### src/rtl/cim_pkg.sv
// Shared definitions for the CIM command path: opcodes, address field
// positions and the sequencer state encoding.
package cim_pkg;

  localparam logic [1:0] OP_MAC = 2'b00;
  localparam logic [1:0] OP_WR  = 2'b01;
  localparam logic [1:0] OP_QRY = 2'b10;
  localparam logic [1:0] OP_NOP = 2'b11;

  localparam int ADDR_W  = 9;
  localparam int BANK_HI = 8;
  localparam int BANK_LO = 5;
  localparam int ROW_HI  = 4;
  localparam int ROW_LO  = 3;
  localparam int COL_HI  = 2;
  localparam int COL_LO  = 0;

  typedef enum logic [1:0] {
    ST_IDLE  = 2'd0,
    ST_TURN  = 2'd1,
    ST_RUN   = 2'd2,
    ST_DRAIN = 2'd3
  } state_e;

  // Operations that read the array and therefore need a gap after a write burst.
  function automatic logic is_read_op(input logic [1:0] op);
    return (op == OP_MAC) || (op == OP_QRY);
  endfunction

endpackage

### src/rtl/cim_addr_step.sv
// Next-address computation for one beat. Column-stepping ops move to the
// next column; MAC moves to the next row, carrying into the bank field.
// The whole 9-bit address wraps modulo 512.
module cim_addr_step
  import cim_pkg::*;
(
  input  logic [ADDR_W-1:0] addr_i,
  input  logic [1:0]        op_i,
  output logic [ADDR_W-1:0] addr_o
);

  logic [5:0]        bank_row_inc;
  logic [ADDR_W-1:0] col_inc;

  // Field-aware increment; the carry out of the bank field is dropped (mod 512).
  always_comb begin
    bank_row_inc = {addr_i[BANK_HI:BANK_LO], addr_i[ROW_HI:ROW_LO]} + 6'd1;
    col_inc      = addr_i + 9'd1;
    case (op_i)
      OP_MAC:        addr_o = {bank_row_inc, addr_i[COL_HI:COL_LO]};
      OP_WR, OP_QRY: addr_o = col_inc;
      default:       addr_o = addr_i;
    endcase
  end

endmodule

### src/rtl/cim_cmd_sequencer.sv
// Expands host burst commands into per-cycle beats on the CIM decoder bus,
// inserting NOP bubbles on operand stalls, a turnaround gap between a write
// burst and a following read-type burst, and a completion pulse once the
// last beat has travelled through the decoder/array pipeline.
module cim_cmd_sequencer
  import cim_pkg::*;
#(
  parameter int LEN_W    = 8,
  parameter int TURN_CYC = 1,
  parameter int RESP_LAT = 2
) (
  input  logic             clk,
  input  logic             rst_n,
  input  logic             cmd_valid,
  output logic             cmd_ready,
  input  logic [1:0]       cmd_op,
  input  logic [8:0]       cmd_addr,
  input  logic [LEN_W-1:0] cmd_len,
  input  logic             s_valid,
  output logic             s_ready,
  input  logic [31:0]      s_data,
  output logic [1:0]       op_code,
  output logic [8:0]       addr,
  output logic [15:0]      data_bank,
  output logic [15:0]      data_in,
  output logic             busy,
  output logic             done,
  output logic [1:0]       done_op
);

  // Counters count down to zero, so they hold (cycles - 1).
  localparam int TURN_W  = (TURN_CYC > 1) ? $clog2(TURN_CYC) : 1;
  localparam int DRAIN_W = (RESP_LAT > 1) ? $clog2(RESP_LAT) : 1;
  localparam logic [TURN_W-1:0]  TURN_LOAD  = TURN_W'((TURN_CYC > 0) ? TURN_CYC - 1 : 0);
  localparam logic [DRAIN_W-1:0] DRAIN_LOAD = DRAIN_W'((RESP_LAT > 0) ? RESP_LAT - 1 : 0);

  state_e             state_q, state_d;
  logic [1:0]         cur_op_q, cur_op_d;
  logic [8:0]         cur_addr_q, cur_addr_d;
  logic [LEN_W-1:0]   cnt_q, cnt_d;
  logic [TURN_W-1:0]  turn_cnt_q, turn_cnt_d;
  logic [DRAIN_W-1:0] drain_cnt_q, drain_cnt_d;
  logic               wr_last_q, wr_last_d;
  logic [1:0]         op_code_q, op_code_d;
  logic [8:0]         addr_q, addr_d;
  logic [15:0]        data_bank_q, data_bank_d;
  logic [15:0]        data_in_q, data_in_d;
  logic               done_q, done_d;
  logic [1:0]         done_op_q, done_op_d;
  logic [8:0]         addr_next;

  cim_addr_step u_addr_step (
    .addr_i (cur_addr_q),
    .op_i   (cur_op_q),
    .addr_o (addr_next)
  );

  // Next-state, counters and decoder bus; the bus idles at NOP unless a beat is taken.
  always_comb begin
    state_d     = state_q;
    cur_op_d    = cur_op_q;
    cur_addr_d  = cur_addr_q;
    cnt_d       = cnt_q;
    turn_cnt_d  = turn_cnt_q;
    drain_cnt_d = drain_cnt_q;
    wr_last_d   = wr_last_q;
    op_code_d   = OP_NOP;
    addr_d      = addr_q;
    data_bank_d = data_bank_q;
    data_in_d   = data_in_q;
    done_d      = 1'b0;
    done_op_d   = done_op_q;

    case (state_q)
      ST_IDLE: begin
        if (cmd_valid) begin
          cur_op_d    = cmd_op;
          cur_addr_d  = cmd_addr;
          cnt_d       = cmd_len;
          turn_cnt_d  = TURN_LOAD;
          drain_cnt_d = DRAIN_LOAD;
          if (wr_last_q && (TURN_CYC != 0) && is_read_op(cmd_op)) begin
            state_d = ST_TURN;
          end else if (cmd_op == OP_NOP) begin
            state_d = ST_DRAIN;
          end else begin
            state_d = ST_RUN;
          end
        end
      end

      ST_TURN: begin
        if (turn_cnt_q == '0) begin
          state_d   = ST_RUN;
          wr_last_d = 1'b0;
        end else begin
          turn_cnt_d = turn_cnt_q - TURN_W'(1);
        end
      end

      ST_RUN: begin
        if (s_valid) begin
          op_code_d   = cur_op_q;
          addr_d      = cur_addr_q;
          data_bank_d = s_data[15:0];
          data_in_d   = s_data[31:16];
          cur_addr_d  = addr_next;
          if (cnt_q == '0) begin
            state_d     = ST_DRAIN;
            wr_last_d   = (cur_op_q == OP_WR);
            drain_cnt_d = DRAIN_LOAD;
          end else begin
            cnt_d = cnt_q - LEN_W'(1);
          end
        end
      end

      ST_DRAIN: begin
        if (drain_cnt_q == '0) begin
          done_d    = 1'b1;
          done_op_d = cur_op_q;
          state_d   = ST_IDLE;
        end else begin
          drain_cnt_d = drain_cnt_q - DRAIN_W'(1);
        end
      end

      default: state_d = ST_IDLE;
    endcase
  end

  // FSM state register.
  always_ff @(posedge clk or negedge rst_n) begin
    if (!rst_n) begin
      state_q <= ST_IDLE;
    end else begin
      state_q <= state_d;
    end
  end

  // Command context, counters and registered decoder outputs.
  always_ff @(posedge clk or negedge rst_n) begin
    if (!rst_n) begin
      cur_op_q    <= OP_MAC;
      cur_addr_q  <= '0;
      cnt_q       <= '0;
      turn_cnt_q  <= '0;
      drain_cnt_q <= '0;
      wr_last_q   <= 1'b0;
      op_code_q   <= OP_NOP;
      addr_q      <= '0;
      data_bank_q <= '0;
      data_in_q   <= '0;
      done_q      <= 1'b0;
      done_op_q   <= OP_MAC;
    end else begin
      cur_op_q    <= cur_op_d;
      cur_addr_q  <= cur_addr_d;
      cnt_q       <= cnt_d;
      turn_cnt_q  <= turn_cnt_d;
      drain_cnt_q <= drain_cnt_d;
      wr_last_q   <= wr_last_d;
      op_code_q   <= op_code_d;
      addr_q      <= addr_d;
      data_bank_q <= data_bank_d;
      data_in_q   <= data_in_d;
      done_q      <= done_d;
      done_op_q   <= done_op_d;
    end
  end

  assign cmd_ready = (state_q == ST_IDLE);
  assign s_ready   = (state_q == ST_RUN);
  assign busy      = (state_q != ST_IDLE);
  assign op_code   = op_code_q;
  assign addr      = addr_q;
  assign data_bank = data_bank_q;
  assign data_in   = data_in_q;
  assign done      = done_q;
  assign done_op   = done_op_q;

endmodule

### config.mk
export PLATFORM = sky130hd
export DESIGN_NAME = cim_cmd_sequencer
export DESIGN_NICKNAME = d
export VERILOG_FILES = /design/src/rtl/cim_pkg.sv /design/src/rtl/cim_addr_step.sv /design/src/rtl/cim_cmd_sequencer.sv
export SDC_FILE = /design/constraint.sdc
export NUM_CORES = 1
export LEC_CHECK = 0
export ABC_CLOCK_PERIOD_IN_PS = 2700
export BUFFER_PORTS_ARGS = -buffer_cell sky130_fd_sc_hd__buf_4
export CELL_PAD_IN_SITES_DETAIL_PLACEMENT = 0
export CELL_PAD_IN_SITES_GLOBAL_PLACEMENT = 2
export CORE_UTILIZATION = 33
export CTS_BUF_LIST = sky130_fd_sc_hd__clkbuf_4 sky130_fd_sc_hd__clkbuf_8
export DETAILED_ROUTE_END_ITERATION = 12
export PLACE_DENSITY_LB_ADDON = 0.1
export RECOVER_POWER = 50
export REMOVE_ABC_BUFFERS = 1
export SLEW_MARGIN = 10
export SYNTH_ARGS = -nofsm -noshare
export SYNTH_HDL_FRONTEND = slang
export SYNTH_HIERARCHICAL = 1
export SYNTH_SLANG_ARGS = --single-unit
### constraint.sdc
create_clock -name clk -period 2.7 [get_ports clk]
set_input_delay 0.135 -clock clk [delete_from_list [all_inputs] [get_ports clk]]
set_output_delay 0.135 -clock clk [all_outputs]
set_load 0.01 [all_outputs]
# Word level (Yosys, flattened, before mapping)
# Cells that the tools add are included.
[word_totals] regBits=70 latch_bits=0 ramBits=0 romBits=0 in_bits=55 n_memories=0
[op_classes] addsub=5 n_mul=0 n_div=0 n_lt_le_gt_ge=0 eq_ne=16 shifts=0 n_mux=32 bitwise=1 reduce_logical=22
[op_table] operator="$pmux 9 s2" n=2
[op_table] operator="$mux 8" n=3
[op_table] operator="$mux 9" n=2
[op_table] operator="$mux 2" n=8
[op_table] operator="$pmux 8 s2" n=1
[op_table] operator="$reduce_and 4->1" n=4
[op_table] operator="$mux 1" n=12
[op_table] operator="$ne 2x2->1 const B" n=6
[op_table] operator="$eq 2x2->1 const B" n=5
[op_table] operator="$reduce_and 5->1" n=2
[op_table] operator="$add 9x1->9 const B" n=1
[op_table] operator="$logic_not 8->1" n=1
[op_table] operator="$pmux 2 s4" n=1
[op_table] operator="$reduce_and 2->1" n=4
[op_table] operator="$reduce_bool 2->1" n=4
[op_table] operator="$sub 8x1->8 const B" n=1
[op_table] operator="$add 6x1->6 const B" n=1
[op_table] operator="$logic_not 2->1" n=3
[op_table] operator="$eq 2x1->1 const B" n=2
[op_table] operator="$ne 2x1->1 const B" n=2
[op_table] operator="$pmux 1 s2" n=2
[op_table] operator="$ne 3x1->1 const B" n=1
[op_table] operator="$pmux 1 s3" n=1
[op_table] operator="$reduce_bool 3->1" n=1
[op_table] operator="5 further kinds" n=6

# Logic depth before layout (Yosys ltp)
# Gate-level depths: netlist (run 1).
[logic_depth] depth_word=6 mapped_depth=8 mapped_depth_nobuf=7

# Cells and area by module
# The synthesis (run 1) kept the hierarchy.
[by_module_without_submodules] module="cim_cmd_sequencer" instances=1 cells_per_inst=247 area_per_inst_um2=3089.2 seq_area_each_um2=1729.2
[by_module_without_submodules] module="cim_addr_step" instances=1 cells_per_inst=57 area_per_inst_um2=384.1 seq_area_each_um2=0.0

# Worst setup path before layout (run 1)
# No wires, ideal clock.
[synth_timing] kind="register to register" from="register state_q[0]" to="register cnt_q[3]" setup_ps=87 arrival_time_ps=1982 required_time_ps=2613 path_slack_ps=632 stages_incl_launch_ff=8 synth_period_minus_slack_ps=2068 cell_sequence="dfrtp_1 -> inv_1 -> ha_1 -> clkbuf_1 -> and2b_1 -> a211o_1 -> or4_1 -> o211ai_1"
[synth_between] elab_chain_cells=3
[synth_lines] item="start: declaration" line_no="cim_cmd_sequencer.sv:37" source="state_e state_q, state_d;"
[synth_lines] item="start signal: assignment" line_no="cim_cmd_sequencer.sv:137" source="state_q <= state_d;"
[synth_lines] item="$logic_not 2->1 (*)"
[synth_lines] item="via cmd_ready" line_no="cim_cmd_sequencer.sv:15" source="output logic cmd_ready,"
[synth_lines] item="$ne 2x2->1 (no line) or $reduce_bool 2->1 (tied branches)"
[synth_lines] item="$reduce_and 4->1 (no line)"
[synth_lines] item="end signal: assignment" line_no="cim_cmd_sequencer.sv:159" source="cnt_q <= cnt_d;"
[synth_lines] item="end: declaration" line_no="cim_cmd_sequencer.sv:40" source="logic [LEN_W-1:0] cnt_q, cnt_d;"
# Mark *: on every way through the listed nets, which the timed path passes. The rest lies on a longest branch.
# A chain may end at the register's enable or synchronous reset.

# Worst setup path after layout (run 1)
[layout_timing] from="register state_q[0]" to="register cnt_q[3]"
[layout_between] elab_chain_cells=3
[layout_lines] item="$eq 2x2->1 or $logic_not 2->1 (tied branches)" line_no="cim_cmd_sequencer.sv:74" source="case (state_q)"
[layout_lines] item="$ne 2x2->1 (no line) or $reduce_bool 2->1 (tied branches)"
[layout_lines] item="$reduce_and 4->1 (no line)"
# Parallel ways exist; a longest one is shown, timed or not.

==> results of run 1 <==
==> placed cells by master, fill, tap and decap left out, types with 3 or more instances in the layout <==
cell type	instances
inv_1	14
mux2i_1	14
buf_4	60
o32ai_1	4
nor4_1	3
clkbuf_1	46
a21oi_1	20
ha_1	10
nand3_1	8
dfrtp_1	67
mux2_2	44
clkbuf_8	9
o21ai_0	11
nor2_1	21
nor3_1	10
a31oi_1	5
nand2_1	13
==> sequential cells by signal, indices dropped and copies added (netlist names) <==
register,cells
done_op,2
state_q,2
cur_addr_q,9
data_in,16
op_code,2
drain_cnt_q,1
cnt_q,8
done,1
data_bank,16
wr_last_q,1
addr,9
cur_op_q,2
==> power groups by stage <==
stage | combinational [W] | sequential [W] | clock, W
after floorplan | 0.00178 | 0.00207 | 0
after global placement | 0.00302 | 0.00199 | 0
after detailed placement | 0.00306 | 0.00200 | 0
after CTS | 0.00307 | 0.00199 | 0.000987
after global routing | 0.00307 | 0.00207 | 0.00102
final | 0.00277 | 0.00198 | 0.000940
==> stage by stage <==
step	cell area, um^2	util	setup WS, ns	setup TNS [ns]
3_5_place_dp	4380	0.426	0.579	0
5_1_grt	4440	0.432	0.443	0
6_report	4440	0.432	0.583	0
3_3_place_gp	4380	0.426	0.645	0
4_1_cts	4620	0.449	0.583	0
2_1_floorplan	3380	-	-0.434	-8.94
==> worst reg2reg max path: stages (launching register included) <==
cell,delay (ns)
dfrtp_1,0.41
inv_1,0.08
ha_1,0.30
and2b_1,0.25
a211o_1,0.37
or4_1,0.48
o211ai_1,0.16
==> logic make-up after synthesis <==
family,Yosys count,synth area share
flip-flops,69,0.498
AO/OA/AOI/OAI,61,0.124
multiplexers,60,0.192
buffers and inverters,30,0.0411
AND/OR/NAND/NOR,74,0.110
adder cells (fa/ha/maj),10,0.0360
==> layer usage <==
metal | up-vias | wire length [um] | GRT usage
met5 | - | 0 | 0
met4 | 0 | 156 | 0.0835
met3 | 12 | 434 | 0.0312
met2 | 90 | 3760 | 0.246
met1 | 1320 | 4090 | 0.218
li1 | 1316 | - | -
==> path summary, 6_finish.rpt <==
check	to	slack, ns	cells after the start
worst max register to register	cnt_q[3]	0.58	6
worst min register to register	data_bank[12]	0.51	1
max in group asynchronous	data_bank[2]	0.89	2
worst max-delay path	cnt_q[3]	0.58	6
min in group asynchronous	data_bank[8]	0.79	2
worst min-delay path	data_in[7]	0.03	2
==> cell type report <==
type | count | area [um^2]
clock buffers | 10 | 131
clock inverters | 6 | 87.6
fillers | 1047 | 5830
inverters | 14 | 52.6
multi-input cells | 205 | 1600
flip-flops and latches | 69 | 1730
well taps | 136 | 170
repair buffers | 110 | 668
==> impl_metrics.json, run 1 <==
{
  "fin_cells": 550,
  "rows": 37,
  "finalCriticalPeriod_ns": 2.12,
  "port_buffers": 103,
  "synth_seq_cells": 69,
  "cp.arrival_ns": 2.37,
  "synth-edff-count": 0,
  "switching_share": 0.407,
  "clock_sinks": 69,
  "antenna_found_initial": 0,
  "dp_cells": 532,
  "critical_path.top_delay_family": "simple AND/OR/NAND/NOR gates",
  "hold_ws_ns": 0.0264,
  "crit_buf_inv": 1,
  "finalClockSkew_ns": 0.00702,
  "cts_tree": "built",
  "grtUsageTotal": 0.162,
  "slew_headroom": -0.155,
  "status": "finished, violations left",
  "cts_made_buffers": 9,
  "num_vias": 2738,
  "clockBufferDepth": 2,
  "cts_root_buf": "clkbuf_8",
  "cp_cell_sequence": "inv_1 > ha_1 > and2b_1 > a211o_1 > or4_1 > o211ai_1",
  "syn_area_per_cell_um2": 11.4,
  "power_density_nw_per_um2": 1280,
  "cts_resized": 0,
  "crit_path_end_kind": "flop",
  "hold_buffers": 2,
  "clk_latency_ns": 0.33,
  "internal_power_w": 0.00337,
  "ys_seq_area_frac": 0.498,
  "wl_per_cell_um": 15.4,
  "synthDistinctLibCells": 51,
  "via_per_inst": 4.98,
  "synth_area_leaders": "dfrtp_1, mux2_2, mux2i_1, ha_1, a21oi_1",
  "power_frac_seq": 0.348,
  "grt_max_degree": 70,
  "setup_violations": 0,
  "ir_drop_uv": 402,
  "final_nets": 474,
  "critPathLaunchType": "flop",
  "async_flop_share": 1.00,
  "drive_above_1_share": 0.343,
  "area_growth_pct": 27.9,
  "wirelength_mm": 8.44,
  "rsz0062_at_grt": "no",
  "finalMaxSlewViolations": 70,
  "critical_path_required_ns": 2.96,
  "grt_pass1_vias": 2738,
  "io_pins": 104,
  "synth_area_um2": 3470,
  "die_w_um": 105,
  "synth_warnings": 6,
  "initial_core_util": 0.338,
  "dieArea_um2": 10900,
  "timing.final.crit_share": 0.784,
  "cts_htree_levels": 3,
  "drc": 2,
  "core_region_area_um2": 10300,
  "yosysTopAreaCell": "dfrtp_1",
  "yosys-top-cells-count": "dfrtp_1, mux2_2, nor2_1",
  "drtPass1Iterations": 8,
  "drt_iter0_drc": 75,
  "slowest_stage": "or4_1",
  "power_frac_comb": 0.487,
  "die_height_um": 105,
  "power_frac_clock": 0.165,
  "ant_nets": 0,
  "max_stage_delay_ns": 0.48,
  "synth.most_common_cell": "dfrtp_1",
  "crit_type": "flop to flop",
  "cts_setup_buffers": 0,
  "total_power_w": 0.00569,
  "worstHoldPathType": "input port to flop",
  "p_leak_nw": 1.97,
  "timing.rr.start": "state_q[0]",
  "crit_fanout": 9,
  "synth_top_area_frac": 0.483,
  "hpwl_mm": 5.82,
  "grt_first_pass_wirelength_mm": 13.9,
  "syn_inst": 304,
  "worstMarginPinSlew_ns": 1.73,
  "hold_violations": 0,
  "violations": "DRC, capacitance limit, slew limit",
  "clk_pin_slew_ns": 0.08,
  "max_clock_freq_mhz": 472,
  "switching_power_w": 0.00232,
  "yosys_most_used_dff": "dfrtp_1",
  "maxCapViolations": 1,
  "place_congestion": 0.827,
  "overflow": 0,
  "antenna_cells": 0,
  "hp-start": "s_data[23]",
  "startpoint": "state_q[0]"
}
No activity file was read; power rests on OpenSTA's default activity.
==> run 2: changes to the inputs <==
--- a/config.mk
+++ b/config.mk
@@ -5,7 +5,7 @@
 export SDC_FILE = /design/constraint.sdc
 export NUM_CORES = 1
 export LEC_CHECK = 0
-export ABC_CLOCK_PERIOD_IN_PS = 2700
+export ABC_CLOCK_PERIOD_IN_PS = 2000
 export BUFFER_PORTS_ARGS = -buffer_cell sky130_fd_sc_hd__buf_4
 export CELL_PAD_IN_SITES_DETAIL_PLACEMENT = 0
 export CELL_PAD_IN_SITES_GLOBAL_PLACEMENT = 2
==> constraint.sdc (replaced) <==
create_clock -name clk -period 2 [get_ports clk]
set_input_delay 0.1 -clock clk [delete_from_list [all_inputs] [get_ports clk]]
set_output_delay 0.1 -clock clk [all_outputs]
set_load 0.01 [all_outputs]
==> impl_metrics.json, run 2 (same netlist as run 1, synthesis figures left out) <==
{
  "status": "finished clean",
  "core_region_area_um2": 10300,
  "finalMaxSlewViolations": 0,
  "critPathLaunchType": "flop",
  "crit_fanout": 6,
  "power_frac_comb": 0.538,
  "r2r_end": "state_q[1]",
  "final_nets": 524,
  "max_stage_delay_ns": 0.58,
  "clock_sinks": 69,
  "switching_share": 0.392,
  "setup_violations": 0,
  "clockBufferDepth": 2,
  "hpwl_mm": 5.99,
  "endpoint": "state_q[1]",
  "grt_max_degree": 43,
  "die_w_um": 105,
  "finalCriticalPeriod_ns": 1.93,
  "cp.depth": 4,
  "maxCapViolations": 0,
  "antenna_found_initial": 0,
  "p_leak_nw": 2.28,
  "cts_htree_levels": 3,
  "place_congestion": 0.776,
  "area_growth_pct": 44.2,
  "rsz0062_at_grt": "yes",
  "final_common_cell": "buf_4",
  "ir_drop_uv": 598,
  "grt_pass1_vias": 2887,
  "crit_buf_inv": 0,
  "cts_tree": "built",
  "hold_violations": 0,
  "rows": 37,
  "fin_ws_ns": 0.0732,
  "cp.arrival_ns": 2.15,
  "drc": 0,
  "die_height_um": 105,
  "place_area_um2": 4540,
  "crit_type": "flop to flop",
  "mostFrequentLayoutCells": "buf_4, dfrtp_1, mux2_2",
  "clk_latency_ns": 0.34,
  "drt_iter0_drc": 89,
  "clk_pin_slew_ns": 0.08,
  "io_pins": 104,
  "port_buffers": 103,
  "via_per_inst": 4.85,
  "cts_setup_buffers": 0,
  "worstHoldPathType": "input port to flop",
  "cts_made_buffers": 9,
  "startpoint": "cnt_q[5]",
  "timing.rr.start": "cnt_q[5]",
  "cts_root_buf": "clkbuf_8",
  "initial_core_util": 0.338,
  "worstMarginPinSlew_ns": 0.723,
  "finalClockSkew_ns": 0.00955,
  "num_vias": 2909,
  "grtUsageTotal": 0.168,
  "wl_per_cell_um": 14.6,
  "worstRegToRegCells": 4,
  "power_frac_clock": 0.141,
  "switching_power_w": 0.00319,
  "drive_above_1_share": 0.401,
  "max_clock_freq_mhz": 519,
  "rrSetupSlack_ns": 0.07,
  "dieArea_um2": 10900,
  "ant_nets": 0,
  "grt_first_pass_wirelength_mm": 14.5,
  "finalSetupTns_ns": 0,
  "internal_power_w": 0.00494,
  "timing.final.crit_share": 0.963,
  "slew_headroom": 0.518,
  "power_frac_seq": 0.321,
  "slowest_stage": "or4_4",
  "drtPass1Iterations": 4,
  "wirelength_mm": 8.74,
  "overflow": 0,
  "pre_cts_slack_ns": 0.0834,
  "critical_path_required_ns": 2.22,
  "power_density_nw_per_um2": 1620,
  "antenna_cells": 0,
  "fin_area_um2": 5010,
  "crit_path_end_kind": "flop",
  "critical_path.top_delay_family": "simple AND/OR/NAND/NOR gates",
  "cp_cell_sequence": "or4_4 > o41ai_4 > and2_4 > mux2_4"
}
## run 2: stage by stage
step / hold slack, ns / instances / utilization / power (W)
after floorplan: -0.196 / 288 / - / 0.00520
after global placement: 0.0548 / 548 / 0.441 / 0.00709
after detailed placement: 0.0573 / 548 / 0.441 / 0.00714
after CTS: 0.0250 / 600 / 0.496 / 0.00839
after global routing: 0.0403 / 600 / 0.487 / 0.00881
final: 0.0417 / 600 / 0.487 / 0.00813
## run 2: worst min-delay path by stage
stage           startpoint       endpoint  slack (ns)  cells past startpoint
2_1_floorplan        rst_n        addr[0]       -0.20                      0
3_3_place_gp         rst_n   data_bank[8]        0.05                      1
3_5_place_dp         rst_n   data_bank[8]        0.06                      1
4_1_cts         cmd_len[0]       cnt_q[0]        0.02                      3
5_1_grt        cmd_addr[4]  cur_addr_q[4]        0.04                      3
6_report        cmd_len[0]       cnt_q[0]        0.04                      3
## run 2: layout make-up
type / count / area, um^2
Clock buffer: 10 / 138
Clock inverter: 6 / 62.6
Fill cell: 956 / 5270
Inverter: 14 / 52.6
Multi-Input combinational cell: 205 / 1610
Sequential cell: 69 / 1730
Tap cell: 136 / 170
Timing Repair Buffer: 160 / 1240
## run 2: power groups by stage
stage          clock network [W]  logic [W]  registers [W]
4_1_cts                  0.00121    0.00457        0.00262
3_3_place_gp                   0    0.00448        0.00261
3_5_place_dp                   0    0.00450        0.00264
2_1_floorplan                  0    0.00240        0.00280
5_1_grt                  0.00126    0.00483        0.00272
6_report                 0.00115    0.00438        0.00261
## run 2: repair_timing
| item | in CTS | in global routing |
|---|---|---|
| endpoints found under the setup margin | 0 | 3 |
| hold buffers | 36 | 0 |
| resized for setup | 0 | 4 |
| hold endpoints to repair | 62 | 0 |
## run 2: routing by layer
layer | part of all wire | GRT usage | wire, um
met2 | 0.45 | 0.256 | 3930
met3 | 0.048 | 0.0393 | 424
met1 | 0.49 | 0.230 | 4310
met5 | 0 | 0 | 0
met4 | 0.0087 | 0.0654 | 76
## run 2: worst reg2reg max path: cells and delay by family (launching register included)
kind,cells,cell delay [ns]
compound gates,1,0.33
mux,1,0.29
flops,1,0.40
simple gates,2,0.80
